## config.mk

```make
export PLATFORM = sky130hd
export DESIGN_NAME = vx_fpu_ncomp_arb
export DESIGN_NICKNAME = d
export VERILOG_FILES = /design/src/rtl/vx_fpu_ncomp_arb.sv
export SDC_FILE = /design/constraint.sdc
export NUM_CORES = 1
export LEC_CHECK = 0
export BUFFER_PORTS_ARGS = -buffer_cell sky130_fd_sc_hd__buf_2
export CORE_AREA = 2 2 193 195
export DETAILED_ROUTE_END_ITERATION = 7
export DIE_AREA = 0 0 195 197
export PLACE_DENSITY = 0.43
export SLEW_MARGIN = 10
export SYNTH_ARGS = -nofsm -noshare
export SYNTH_HDL_FRONTEND = slang
export SYNTH_SLANG_ARGS = --single-unit
```

## constraint.sdc

```tcl
create_clock -name clk -period 4.25 [get_ports clk]
set_input_delay 0.85 -clock clk [delete_from_list [all_inputs] [get_ports clk]]
set_output_delay 0.85 -clock clk [all_outputs]
set_load 0.02 [all_outputs]
```

## src/rtl/vx_fpu_ncomp_arb.sv

```systemverilog
`default_nettype none
// ============================================================================
// Module   : vx_fpu_ncomp_arb
// Purpose  : Round-robin arbiter that shares one non-computational FPU unit
//            (CMP/SGNJ/CLASS/FMV/MIN/MAX) among NUM_REQS issue requesters.
//            Picks one request per cycle, prefixes the requester index onto
//            the tag, limits in-flight operations with a credit counter and
//            routes each response back to its requester by that index.
// Ports    : clk, reset (sync, active-low)
//            req_*_i / req_ready_o   : per-requester issue ports
//            rsp_*_o / rsp_ready_i   : per-requester response ports (payload
//                                      shared, qualified by rsp_valid_o)
//            unit_*_o / unit_*_i     : shared unit input and output ports
//            perf_stalls_o           : cycles with a request but no issue
// Revision : 1.0 - initial release
// ============================================================================
module vx_fpu_ncomp_arb #(
    parameter  int NUM_REQS      = 4,
    parameter  int NUM_LANES     = 1,
    parameter  int TAGW          = 1,
    parameter  int MAX_PENDING   = 2,
    parameter  int INST_FPU_BITS = 4,
    parameter  int INST_FRM_BITS = 3,
    parameter  int FP_FLAGS_BITS = 5,
    localparam int REQ_SELW      = $clog2(NUM_REQS)
) (
    input  logic                                          clk,
    input  logic                                          reset,

    input  logic [NUM_REQS-1:0]                           req_valid_i,
    output logic [NUM_REQS-1:0]                           req_ready_o,
    input  logic [NUM_REQS-1:0][TAGW-1:0]                 req_tag_i,
    input  logic [NUM_REQS-1:0][INST_FPU_BITS-1:0]        req_op_type_i,
    input  logic [NUM_REQS-1:0][INST_FRM_BITS-1:0]        req_frm_i,
    input  logic [NUM_REQS-1:0][NUM_LANES-1:0][31:0]      req_dataa_i,
    input  logic [NUM_REQS-1:0][NUM_LANES-1:0][31:0]      req_datab_i,

    output logic [NUM_REQS-1:0]                           rsp_valid_o,
    input  logic [NUM_REQS-1:0]                           rsp_ready_i,
    output logic [NUM_LANES-1:0][31:0]                    rsp_result_o,
    output logic                                          rsp_has_fflags_o,
    output logic [NUM_LANES-1:0][FP_FLAGS_BITS-1:0]       rsp_fflags_o,
    output logic [TAGW-1:0]                               rsp_tag_o,

    output logic                                          unit_valid_in_o,
    input  logic                                          unit_ready_in_i,
    output logic [TAGW+REQ_SELW-1:0]                      unit_tag_in_o,
    output logic [INST_FPU_BITS-1:0]                      unit_op_type_o,
    output logic [INST_FRM_BITS-1:0]                      unit_frm_o,
    output logic [NUM_LANES-1:0][31:0]                    unit_dataa_o,
    output logic [NUM_LANES-1:0][31:0]                    unit_datab_o,

    input  logic                                          unit_valid_out_i,
    output logic                                          unit_ready_out_o,
    input  logic [TAGW+REQ_SELW-1:0]                      unit_tag_out_i,
    input  logic [NUM_LANES-1:0][31:0]                    unit_result_i,
    input  logic                                          unit_has_fflags_i,
    input  logic [NUM_LANES-1:0][FP_FLAGS_BITS-1:0]       unit_fflags_i,

    output logic [31:0]                                   perf_stalls_o
);

    localparam int PW = $clog2(MAX_PENDING + 1);

    // (p + i) mod NUM_REQS, valid for p < NUM_REQS and i < NUM_REQS
    function automatic logic [REQ_SELW-1:0] rr_wrap(input logic [REQ_SELW-1:0] p,
                                                     input int i);
        int s;
        s = int'(p) + i;
        if (s >= NUM_REQS) begin
            s = s - NUM_REQS;
        end
        return REQ_SELW'(s);
    endfunction

    logic [REQ_SELW-1:0] rr_ptr_q,      rr_ptr_d;
    logic [PW-1:0]       pending_q,     pending_d;
    logic                lock_valid_q,  lock_valid_d;
    logic [REQ_SELW-1:0] lock_idx_q,    lock_idx_d;
    logic [31:0]         perf_stalls_q, perf_stalls_d;

    logic                w_rr_found;
    logic [REQ_SELW-1:0] w_rr_idx;
    logic                w_any;
    logic [REQ_SELW-1:0] w_winner;
    logic                w_can_issue;
    logic                w_issue;
    logic                w_retire;
    logic [REQ_SELW-1:0] w_rsp_idx;
    logic                w_rsp_rdy;

    // ------------------------------------------------------------------
    // Round-robin scan starting at rr_ptr
    // ------------------------------------------------------------------
    always_comb begin
        w_rr_found = 1'b0;
        w_rr_idx   = '0;
        for (int i = 0; i < NUM_REQS; i++) begin
            if (!w_rr_found && req_valid_i[rr_wrap(rr_ptr_q, i)]) begin
                w_rr_found = 1'b1;
                w_rr_idx   = rr_wrap(rr_ptr_q, i);
            end
        end
    end

    // A stalled offer stays pinned to the same requester until accepted,
    // so the unit never sees its input change mid-handshake.
    assign w_winner = lock_valid_q ? lock_idx_q : w_rr_idx;
    assign w_any    = lock_valid_q | w_rr_found;

    // ------------------------------------------------------------------
    // Response routing by the index carried in the upper tag bits
    // ------------------------------------------------------------------
    assign w_rsp_idx = unit_tag_out_i[TAGW+REQ_SELW-1:TAGW];

    always_comb begin
        w_rsp_rdy   = 1'b0;
        rsp_valid_o = '0;
        for (int i = 0; i < NUM_REQS; i++) begin
            if (w_rsp_idx == REQ_SELW'(i)) begin
                w_rsp_rdy      = rsp_ready_i[i];
                rsp_valid_o[i] = reset & unit_valid_out_i;
            end
        end
    end

    assign unit_ready_out_o = reset & w_rsp_rdy;
    assign rsp_tag_o        = unit_tag_out_i[TAGW-1:0];
    assign rsp_result_o     = unit_result_i;
    assign rsp_has_fflags_o = unit_has_fflags_i;
    assign rsp_fflags_o     = unit_fflags_i;

    // ------------------------------------------------------------------
    // Credit check and issue side
    // ------------------------------------------------------------------
    // A retirement in this cycle frees a credit that may be reused at once.
    assign w_retire    = unit_valid_out_i & unit_ready_out_o;
    assign w_can_issue = (pending_q < PW'(MAX_PENDING)) | w_retire;

    assign unit_valid_in_o = reset & w_can_issue & w_any;
    assign w_issue         = unit_valid_in_o & unit_ready_in_i;

    always_comb begin
        req_ready_o = '0;
        for (int i = 0; i < NUM_REQS; i++) begin
            if (w_winner == REQ_SELW'(i)) begin
                req_ready_o[i] = reset & w_any & w_can_issue & unit_ready_in_i;
            end
        end
    end

    assign unit_tag_in_o  = {w_winner, req_tag_i[w_winner]};
    assign unit_op_type_o = req_op_type_i[w_winner];
    assign unit_frm_o     = req_frm_i[w_winner];
    assign unit_dataa_o   = req_dataa_i[w_winner];
    assign unit_datab_o   = req_datab_i[w_winner];

    // ------------------------------------------------------------------
    // Next-state logic
    // ------------------------------------------------------------------
    always_comb begin
        pending_d = pending_q;
        if (w_issue && !w_retire) begin
            pending_d = pending_q + 1'b1;
        end else if (!w_issue && w_retire && (pending_q != '0)) begin
            pending_d = pending_q - 1'b1;
        end

        rr_ptr_d = rr_ptr_q;
        if (w_issue) begin
            rr_ptr_d = (w_winner == REQ_SELW'(NUM_REQS - 1)) ? '0 : w_winner + 1'b1;
        end

        lock_valid_d = lock_valid_q;
        lock_idx_d   = lock_idx_q;
        if (w_issue) begin
            lock_valid_d = 1'b0;
        end else if (unit_valid_in_o && !unit_ready_in_i) begin
            lock_valid_d = 1'b1;
            lock_idx_d   = w_winner;
        end

        perf_stalls_d = perf_stalls_q;
        if ((|req_valid_i) && !w_issue) begin
            perf_stalls_d = perf_stalls_q + 32'd1;
        end
    end

    always_ff @(posedge clk) begin
        if (!reset) begin
            rr_ptr_q      <= '0;
            pending_q     <= '0;
            lock_valid_q  <= 1'b0;
            lock_idx_q    <= '0;
            perf_stalls_q <= '0;
        end else begin
            rr_ptr_q      <= rr_ptr_d;
            pending_q     <= pending_d;
            lock_valid_q  <= lock_valid_d;
            lock_idx_q    <= lock_idx_d;
            perf_stalls_q <= perf_stalls_d;
        end
    end

    assign perf_stalls_o = perf_stalls_q;

endmodule
`default_nettype wire

```

==> results of run 1 <==
==> logic make-up after synthesis <==
kind of cell	Yosys count
and+or+nand+nor	322
buffers and inverters	111
DFF	39
xor gates and xnor gates	4
AOI/OAI and AO/OA	227
adders and majority gates	5
muxes	3
==> final cells by class <==
class / instances / area share (%)
multi-input cells: 561 / 44.5
repair buffers: 433 / 32.9
flip-flops and latches: 39 / 11.2
well taps: 468 / 8.43
clock buffers: 5 / 1.80
inverters: 14 / 0.793
clock inverters: 3 / 0.288
diodes: 3 / 0.108
==> worst paths after layout <==
kind                        to  slack, ns  depth (start not counted)
max            unit_dataa_o[5]       0.58                          8
min               pending_q[0]       0.44                          1
max reg2reg  perf_stalls_o[20]       1.47                          5
min reg2reg       pending_q[0]       0.44                          1
==> worst register-to-register path: cells and delay by family (launching register included) <==
kind               cells  cell delay, ns
and+or+nand+nor        3            1.55
AOI/OAI and AO/OA      2            0.74
DFF                    1            0.40
==> sequential cells by signal, indices dropped and copies added, names as in the netlist <==
name	flops
perf_stalls_o	32
lock_idx_q	2
pending_q	2
rr_ptr_q	2
lock_valid_q	1
==> power by group <==
part           switching (mW)  total [mW]  internal [mW]  leakage [nW]
Sequential             0.0128       0.389          0.376         0.316
Combinational           0.946        1.44          0.499          2.75
Clock                   0.156       0.372          0.216        0.0658
Total                    1.11        2.21           1.09          3.14
==> synth_stat cells, drive strengths merged <==
cell type,n,area share (%)
nor2,14,1.2
nand2b,4,0.56
o22ai,1,0.14
and2,8,1.1
and3,4,0.56
dfxtp,39,18
mux2i,1,0.23
o211ai,4,0.99
o2111ai,2,0.54
a221oi,3,0.99
clkinv,1,0.085
o221ai,1,0.20
o21ai,22,2.5
and3b,1,0.20
nor4b,1,0.20
o211a,2,0.45
ha,5,1.4
o32ai,2,0.40
a31oi,1,0.14
a22o,1,0.20
nor3,5,0.56
a32oi,72,14
inv,13,1.1
nor2b,2,0.28
nand2,238,20
nand4,6,0.85
and2b,2,0.34
or3,15,2.1
mux2,2,0.59
and4b,1,0.23
or4,13,2.2
a21oi,101,11
clkbuf,43,3.6
nand3,7,0.79
or2,1,0.14
o31ai,12,2.0
xor2,2,0.40
xnor2,2,0.40
a21boi,2,0.34
buf,54,8.3
a211oi,1,0.17
==> layer usage <==
layer / global-route usage [%] / up-vias / routed length, µm
li1: - / 3215 / -
met1: 16.3 / 3084 / 11000
met2: 20.9 / 337 / 12500
met3: 3.37 / 34 / 2110
met4: 2.88 / 6 / 573
met5: 0 / - / 40
==> through the flow <==
stage / power (mW) / hold slack, ns / utilization, %
after global placement: 1.85 / 0.428 / 18.7
after CTS: 2.25 / 0.443 / 19.1
after floorplan: 1.28 / 0.412 / -
after detailed placement: 1.86 / 0.433 / 18.7
after global routing: 2.36 / 0.467 / 19.1
final: 2.21 / 0.445 / 19.2
==> cell usage in the layout, fill, tap and decap left out, types with 3 or more instances in the layout <==
cell type and n:
buf_2 417, and3_1 4, diode_2 3, dfxtp_1 39
nand2b_1 4, a21oi_1 101, o21ai_0 22, nand4_1 6
nand3_1 7, or4_1 13, a32oi_1 72, inv_1 12
o211ai_1 3, o31ai_1 12, clkbuf_16 5, buf_4 10
nor3_1 5, buf_12 6, nand2_1 238, or3_1 15
nor2_1 14, ha_1 5, and2_1 8
==> flow_summary.yaml, run 1 <==
run_status:
  status: "finished, final reports clean"
placement:
  finalWeightedCongestion: 0.871
  dp_slack_ns: 0.577
  placed_area_um2: 6790
  place_inst: 1515
  port_buffers: 417
  place_hpwl_um: 22200
synthesis:
  synth_cell_types: 49
  syn_nets: 1057
  yosysSeqAreaShare_pct: 17.6
  netlist_area_um2: 4430
  synth_compound_area_share_pct: 34.7
  yosys.area_share.simple_pct: 31.5
  ys_seq_elements: 39
  synth_cells: 711
  synth_top_family_by_area: "compound AO/OA/AOI/OAI gates"
  postSynthAreaPerCell_um2: 6.23
  synth_fa_ha_area_share_pct: 1.41
  synth-xor-area-share_pct: 0.791
  yosys_warnings: 0
  synthMuxAreaShare_pct: 0.819
floorplan:
  dieHeight_um: 197
  coreArea_um2: 36300
  io_pins: 496
  rows: 70
  start_util_pct: 12.2
  dieArea_um2: 38400
  die_x_um: 195
sta:
  fmax_ghz: 0.273
  finalHoldViolCount: 0
  slew_headroom_pct: 36.1
  maxSlewViolCount: 0
  fin_tns_setup_ns: 0
  finalCritPeriodShare_pct: 86.3
  final.setup.worst_slack_ns: 0.583
  setup_viol: 0
  layout_min_cycle_time_ns: 3.67
  skew_ns: 0.00924
  tightest_slew_ns: 0.954
  rsz0062_at_grt: "false"
setup_path:
  cp.arrival_ns: 2.82
  critPathMaxStageDelay_ns: 0.49
  cp-end-kind: "output port"
  cp_num_buf_inv: 3
  required_ns: 3.40
  crit_fanout: 52
  critPathMostFrequentCell: "buf_2"
  start_kind: "input pin"
  crit_type: "in2out"
  rr_startpoint: "perf_stalls_o[4]"
  path_cells: "buf_2, a21boi_0, o221ai_1, a31oi_4, buf_4, a21oi_1, a32oi_1, buf_2"
  critPathLaunch: "req_valid_i[1]"
  slowest_stage: "buf_4"
  critPathTopFamily: "compound AO/OA/AOI/OAI gates"
global_route:
  grt_first_pass_wirelength_um: 37600
  grt_max_degree: 89
  antenna_found_initial: 8
  grt_pass1_vias: 6202
  gr-usage-all-layers_pct: 12.6
  overflow: 0
worst_hold_path:
  hold_path_class: "reg2reg"
  min_from: "pending_q[0]"
clock_network:
  htree_levels: 2
  cts_hold_buf: 0
  clk_pin_slew_ns: 0.06
  ctsRootBufferMaster: "clkbuf_16"
  cts_tree: "done"
  cts-buffers-inserted: 5
  clk_latency_ns: 0.29
  cts_setup_buffers: 0
  clock-sinks: 39
  post_cts_resized: 0
  cts_buffer_depth: 2
route:
  wire_per_inst_um: 17.2
  antenna_left: 0
  first_pass_iters: 6
  drc_errors: 0
  wl_um: 26200
  via_per_inst: 4.37
  drt_iter0_drc: 334
  vias: 6676
layout:
  fin_cells: 1526
  nets: 1400
  layout-drive-gt1-share_pct: 42.7
  finalInstanceArea_um2: 6950
  area_delta_synth_final_pct: 56.8
  fillCellCount: 4256
  register_area_um2: 781
  multi_input_area_um2: 3090
run:
  cap_violations: 0
power_and_ir_drop:
  ir_drop_uv: 124
  powerDensity_nw_per_um2: 318
  leakage_nw: 3.14
No activity file was read; power rests on OpenSTA's default activity.
==> run 2: changes to the inputs <==
Settings changed: CELL_PAD_IN_SITES_DETAIL_PLACEMENT set to 1, CELL_PAD_IN_SITES_GLOBAL_PLACEMENT set to 1, CORE_AREA 2 2 193 195 to 2 2 194 196, DIE_AREA 0 0 195 197 to 0 0 196 198, PLACE_DENSITY 0.43 to 0.6.
==> run 2 against run 1 <==
Maximum frequency down 3.4%. Critical path type unchanged. Clock skew down 0.0059 ns. Sequential power hardly changed.
==> flow_summary.yaml, run 2 (synthesis results as in run 1) <==
floorplan:
  die_x_um: 196
  rows: 71
  dieHeight_um: 198
  start_util_pct: 12.0
  coreArea_um2: 37000
  dieArea_um2: 38800
  io_pins: 496
layout:
  final_cell_mix: "buf_2, nand2_1, a21oi_1, a32oi_1, dfxtp_1"
  nets: 1403
  diodes: 0
  layout-drive-gt1-share_pct: 42.6
  area_delta_synth_final_pct: 56.6
  finalInstanceArea_um2: 6940
  largest_reg_flops: 32
  layout_commonest_cell: "buf_2"
clock_network:
  cts_setup_buffers: 0
  clk_pin_slew_ns: 0.06
  post_cts_resized: 0
  htree_levels: 2
  cts_hold_buf: 0
  ctsRootBufferMaster: "clkbuf_16"
  cts_buffer_depth: 2
  cts-buffers-inserted: 5
  clock-sinks: 39
  cts_tree: "done"
  clk_latency_ns: 0.29
global_route:
  overflow: 0
  grtUsageMet3_pct: 2.78
  grt_first_pass_wirelength_um: 39800
  gr-usage-all-layers_pct: 13.5
  grt_pass1_vias: 6482
  use_met1_pct: 16.7
  grt_max_degree: 72
  met2_usage_pct: 22.3
  busiest_layer: "met2"
  antenna_found_initial: 0
power_and_ir_drop:
  powerDensity_nw_per_um2: 324
  internal_power_mw: 1.09
  p_sw_mw: 1.15
  power_frac_seq_pct: 17.3
  p_clk_share_pct: 16.5
  switching_share_pct: 51.4
  ir_drop_uv: 117
  leakage_nw: 3.15
  pwr-share-comb_pct: 66.2
worst_hold_path:
  hold_path_class: "reg2reg"
  min_from: "pending_q[0]"
setup_path:
  rr_startpoint: "perf_stalls_o[4]"
  critPathMostFrequentCell: "buf_2"
  critPathMaxStageDelay_ns: 0.32
  crit_type: "in2out"
  cp.arrival_ns: 2.95
  cp-end-kind: "output port"
  path_cells: "buf_2, nor4b_1, o211ai_1, o211a_4, inv_4, buf_4, nand2_1, a32oi_1, buf_2"
  crit_fanout: 31
  cp_num_buf_inv: 4
  critPathTopFamily: "buffers and inverters"
  critPathLaunch: "req_valid_i[2]"
  start_kind: "input pin"
  required_ns: 3.40
  slowest_stage: "inv_4"
sta:
  finalCritPeriodShare_pct: 89.3
  final.setup.worst_slack_ns: 0.454
  layout_min_cycle_time_ns: 3.80
  setup_viol: 0
  fmax_ghz: 0.263
  rsz0062_at_grt: "false"
  skew_ns: 0.00335
  timing.hold.ws_ns: 0.448
  tightest_slew_ns: 0.971
  finalHoldViolCount: 0
  maxSlewViolCount: 0
  fin_tns_setup_ns: 0
  slew_headroom_pct: 35.2
run_status:
  status: "finished, final reports clean"
placement:
  placed_area_um2: 6800
  finalWeightedCongestion: 0.907
  dp_slack_ns: 0.338
  port_buffers: 417
  place_hpwl_um: 24300
route:
  antenna_left: 0
  vias: 6725
  wl_um: 28700
  via_per_inst: 4.39
  wire_per_inst_um: 18.7
  first_pass_iters: 4
  drt_iter0_drc: 248
  drc_errors: 0
run:
  cap_violations: 0
-- run 2: final cells by class --
| type | instances | area [µm²] |
|---|---|---|
| Tap cell | 474 | 593 |
| Multi-Input combinational cell | 561 | 3090 |
| Clock buffer | 7 | 133 |
| Timing Repair Buffer | 436 | 2280 |
| Sequential cell | 39 | 781 |
| Inverter | 14 | 55.1 |
| Fill cell | 4656 | 30000 |
| Clock inverter | 1 | 5.00 |
-- run 2: stage by stage --
stage               total power, mW  cells  util [%]
floorplan                      1.28    711         -
global placement               1.89   1524      18.4
detailed placement             1.91   1524      18.4
CTS                            2.28   1532      18.8
global route                   2.39   1532      18.8
finish                         2.25   1532      18.8
-- run 2: path summary, 6_finish.rpt --
kind,end,slack (ns),depth (start not counted)
worst max-delay path,unit_frm_o[0],0.45,9
worst min-delay path,pending_q[0],0.45,1
worst max register to register,perf_stalls_o[20],1.47,5
worst min register to register,pending_q[0],0.45,1
-- run 2: layer usage --
layer	vias up	wire, µm
met4	0	1410
met5	-	0
li1	3214	-
met2	274	13500
met1	3206	12000
met3	31	1740
-- run 2: power by group through the flow --
stage                     Combinational, mW  Clock [mW]  Sequential [mW]
final                                  1.49       0.372            0.389
after global routing                   1.61       0.395            0.390
after CTS                              1.51       0.381            0.389
after detailed placement               1.51           0            0.397
after global placement                 1.49           0            0.395
after floorplan                       0.882           0            0.396
==> run 3: changes to the inputs <==
Settings changed: CORE_AREA 2 2 194 196 to 2 2 196 198, CTS_BUF_LIST set to sky130_fd_sc_hd__clkbuf_8, DIE_AREA 0 0 196 198 to 0 0 198 200, PLACE_DENSITY 0.6 to 0.59.
==> run 3 against run 2 <==
Hold slack barely moved. Worst setup slack got worse by 0.038 ns. Die area rose by 2.0%. First-iteration DRC count fell by 27%. Design area barely moved. Clock power fell by 33%. Register-to-register slack barely moved. Total power fell by 5.8%. Largest cell class unchanged.
==> flow_summary.yaml, run 3 (synthesis results as in run 1) <==
layout:
  final_cell_mix: "buf_2, nand2_1, a21oi_1, a32oi_1, dfxtp_1"
  register_area_um2: 781
  largest_reg_flops: 32
  area_delta_synth_final_pct: 56.5
  multi_input_area_um2: 3090
  layout_commonest_cell: "buf_2"
  layout-drive-gt1-share_pct: 42.5
  finalInstanceArea_um2: 6930
  fin_cells: 1567
  fillCellCount: 4753
  nets: 1400
clock_network:
  ctsRootBufferMaster: "clkbuf_8"
  cts_tree: "done"
  cts-buffers-inserted: 5
  cts_buffer_depth: 2
  cts_hold_buf: 0
  htree_levels: 2
  post_cts_resized: 0
  cts_setup_buffers: 0
  clock-sinks: 39
  clk_pin_slew_ns: 0.08
  clk_latency_ns: 0.30
setup_path:
  cp.arrival_ns: 2.98
  cp-end-kind: "output port"
  critPathTopFamily: "compound AO/OA/AOI/OAI gates"
  crit_fanout: 59
  critPathMaxStageDelay_ns: 0.38
  slowest_stage: "a32oi_1"
  path_cells: "buf_2, a21boi_0, o21ai_0, o211a_4, inv_4, buf_12, buf_4, nand2_1, a32oi_1, buf_2"
  required_ns: 3.40
  crit_type: "in2out"
  critPathLaunch: "req_valid_i[2]"
  critPathMostFrequentCell: "buf_2"
  path_depth: 10
  cp_num_buf_inv: 5
  endpoint: "unit_dataa_o[17]"
  r2r_end: "perf_stalls_o[22]"
  rr_worst_depth: 5
  rrSetupSlack_ns: 1.47
  start_kind: "input pin"
  rr_startpoint: "perf_stalls_o[4]"
floorplan:
  rows: 71
  dieArea_um2: 39600
  die_x_um: 198
  io_pins: 496
  start_util_pct: 11.8
  dieHeight_um: 200
  coreArea_um2: 37400
sta:
  skew_ns: 0.00893
  rsz0062_at_grt: "false"
  finalHoldViolCount: 0
  finalCritPeriodShare_pct: 90.2
  timing.hold.ws_ns: 0.448
  fmax_ghz: 0.261
  fin_tns_setup_ns: 0
  layout_min_cycle_time_ns: 3.83
  maxSlewViolCount: 0
  tightest_slew_ns: 0.932
  slew_headroom_pct: 37.8
  setup_viol: 0
global_route:
  grt_first_pass_wirelength_um: 37500
  grt_pass1_vias: 6615
  gr-usage-all-layers_pct: 12.2
  antenna_found_initial: 2
  overflow: 0
  grt_max_degree: 66
placement:
  place_hpwl_um: 22600
  port_buffers: 417
  place_inst: 1558
  placed_area_um2: 6850
  finalWeightedCongestion: 0.771
route:
  via_per_inst: 4.27
  drt_iter0_drc: 182
  wl_um: 26900
  vias: 6684
  first_pass_iters: 4
  wire_per_inst_um: 17.1
  drc_errors: 0
  antenna_left: 0
power_and_ir_drop:
  powerDensity_nw_per_um2: 305
  ir_drop_uv: 105
  leakage_nw: 3.12
run:
  cap_violations: 0
worst_hold_path:
  hold_path_class: "reg2reg"
run_status:
  status: "finished, final reports clean"
-- run 3: changes by cell type in the layout (fill, tap and decap cells not counted), sizes merged --
cell / previous run / this run
diode: 0 / 1
inv: 13 / 15
buf: 436 / 433
clkbuf: 7 / 5
-- run 3: worst min-delay path by stage --
stage,startpoint,endpoint,cells after the start
3_3_place_gp,pending_q[0],pending_q[0],1
3_5_place_dp,pending_q[0],pending_q[0],1
5_1_grt,pending_q[0],pending_q[0],1
6_report,pending_q[0],pending_q[0],1
4_1_cts,pending_q[0],pending_q[0],1
2_1_floorplan,pending_q[0],pending_q[0],1
-- run 3: final cells by class --
type	instances	area share, %
Antenna cell	1	0.0361
Clock buffer	5	0.993
Clock inverter	3	0.181
Inverter	14	0.794
Multi-Input combinational cell	561	44.6
Sequential cell	39	11.3
Tap cell	511	9.22
Timing Repair Buffer	433	32.9
-- run 3: per-layer routing --
layer  GRT usage [%]  vias up  wire, µm
li1                -     3209         -
met5               0        -        13
met1            15.3     3196     11400
met2            21.5      260     13400
met4            2.45        2       445
met3            2.47       17      1540
-- run 3: per-stage QoR --
stage / total power [mW] / utilization [%] / setup WS, ns
after floorplan: 1.28 / - / 0.779
after CTS: 2.16 / 18.5 / 0.241
after global placement: 1.89 / 18.3 / 0.308
final: 2.12 / 18.5 / 0.416
after global routing: 2.26 / 18.5 / 0.193
after detailed placement: 1.90 / 18.3 / 0.244
-- run 3: where the power goes --
group / switching (mW) / total, mW / internal, mW
Sequential: 0.0145 / 0.390 / 0.376
Clock: 0.139 / 0.249 / 0.111
Combinational: 0.975 / 1.48 / 0.502
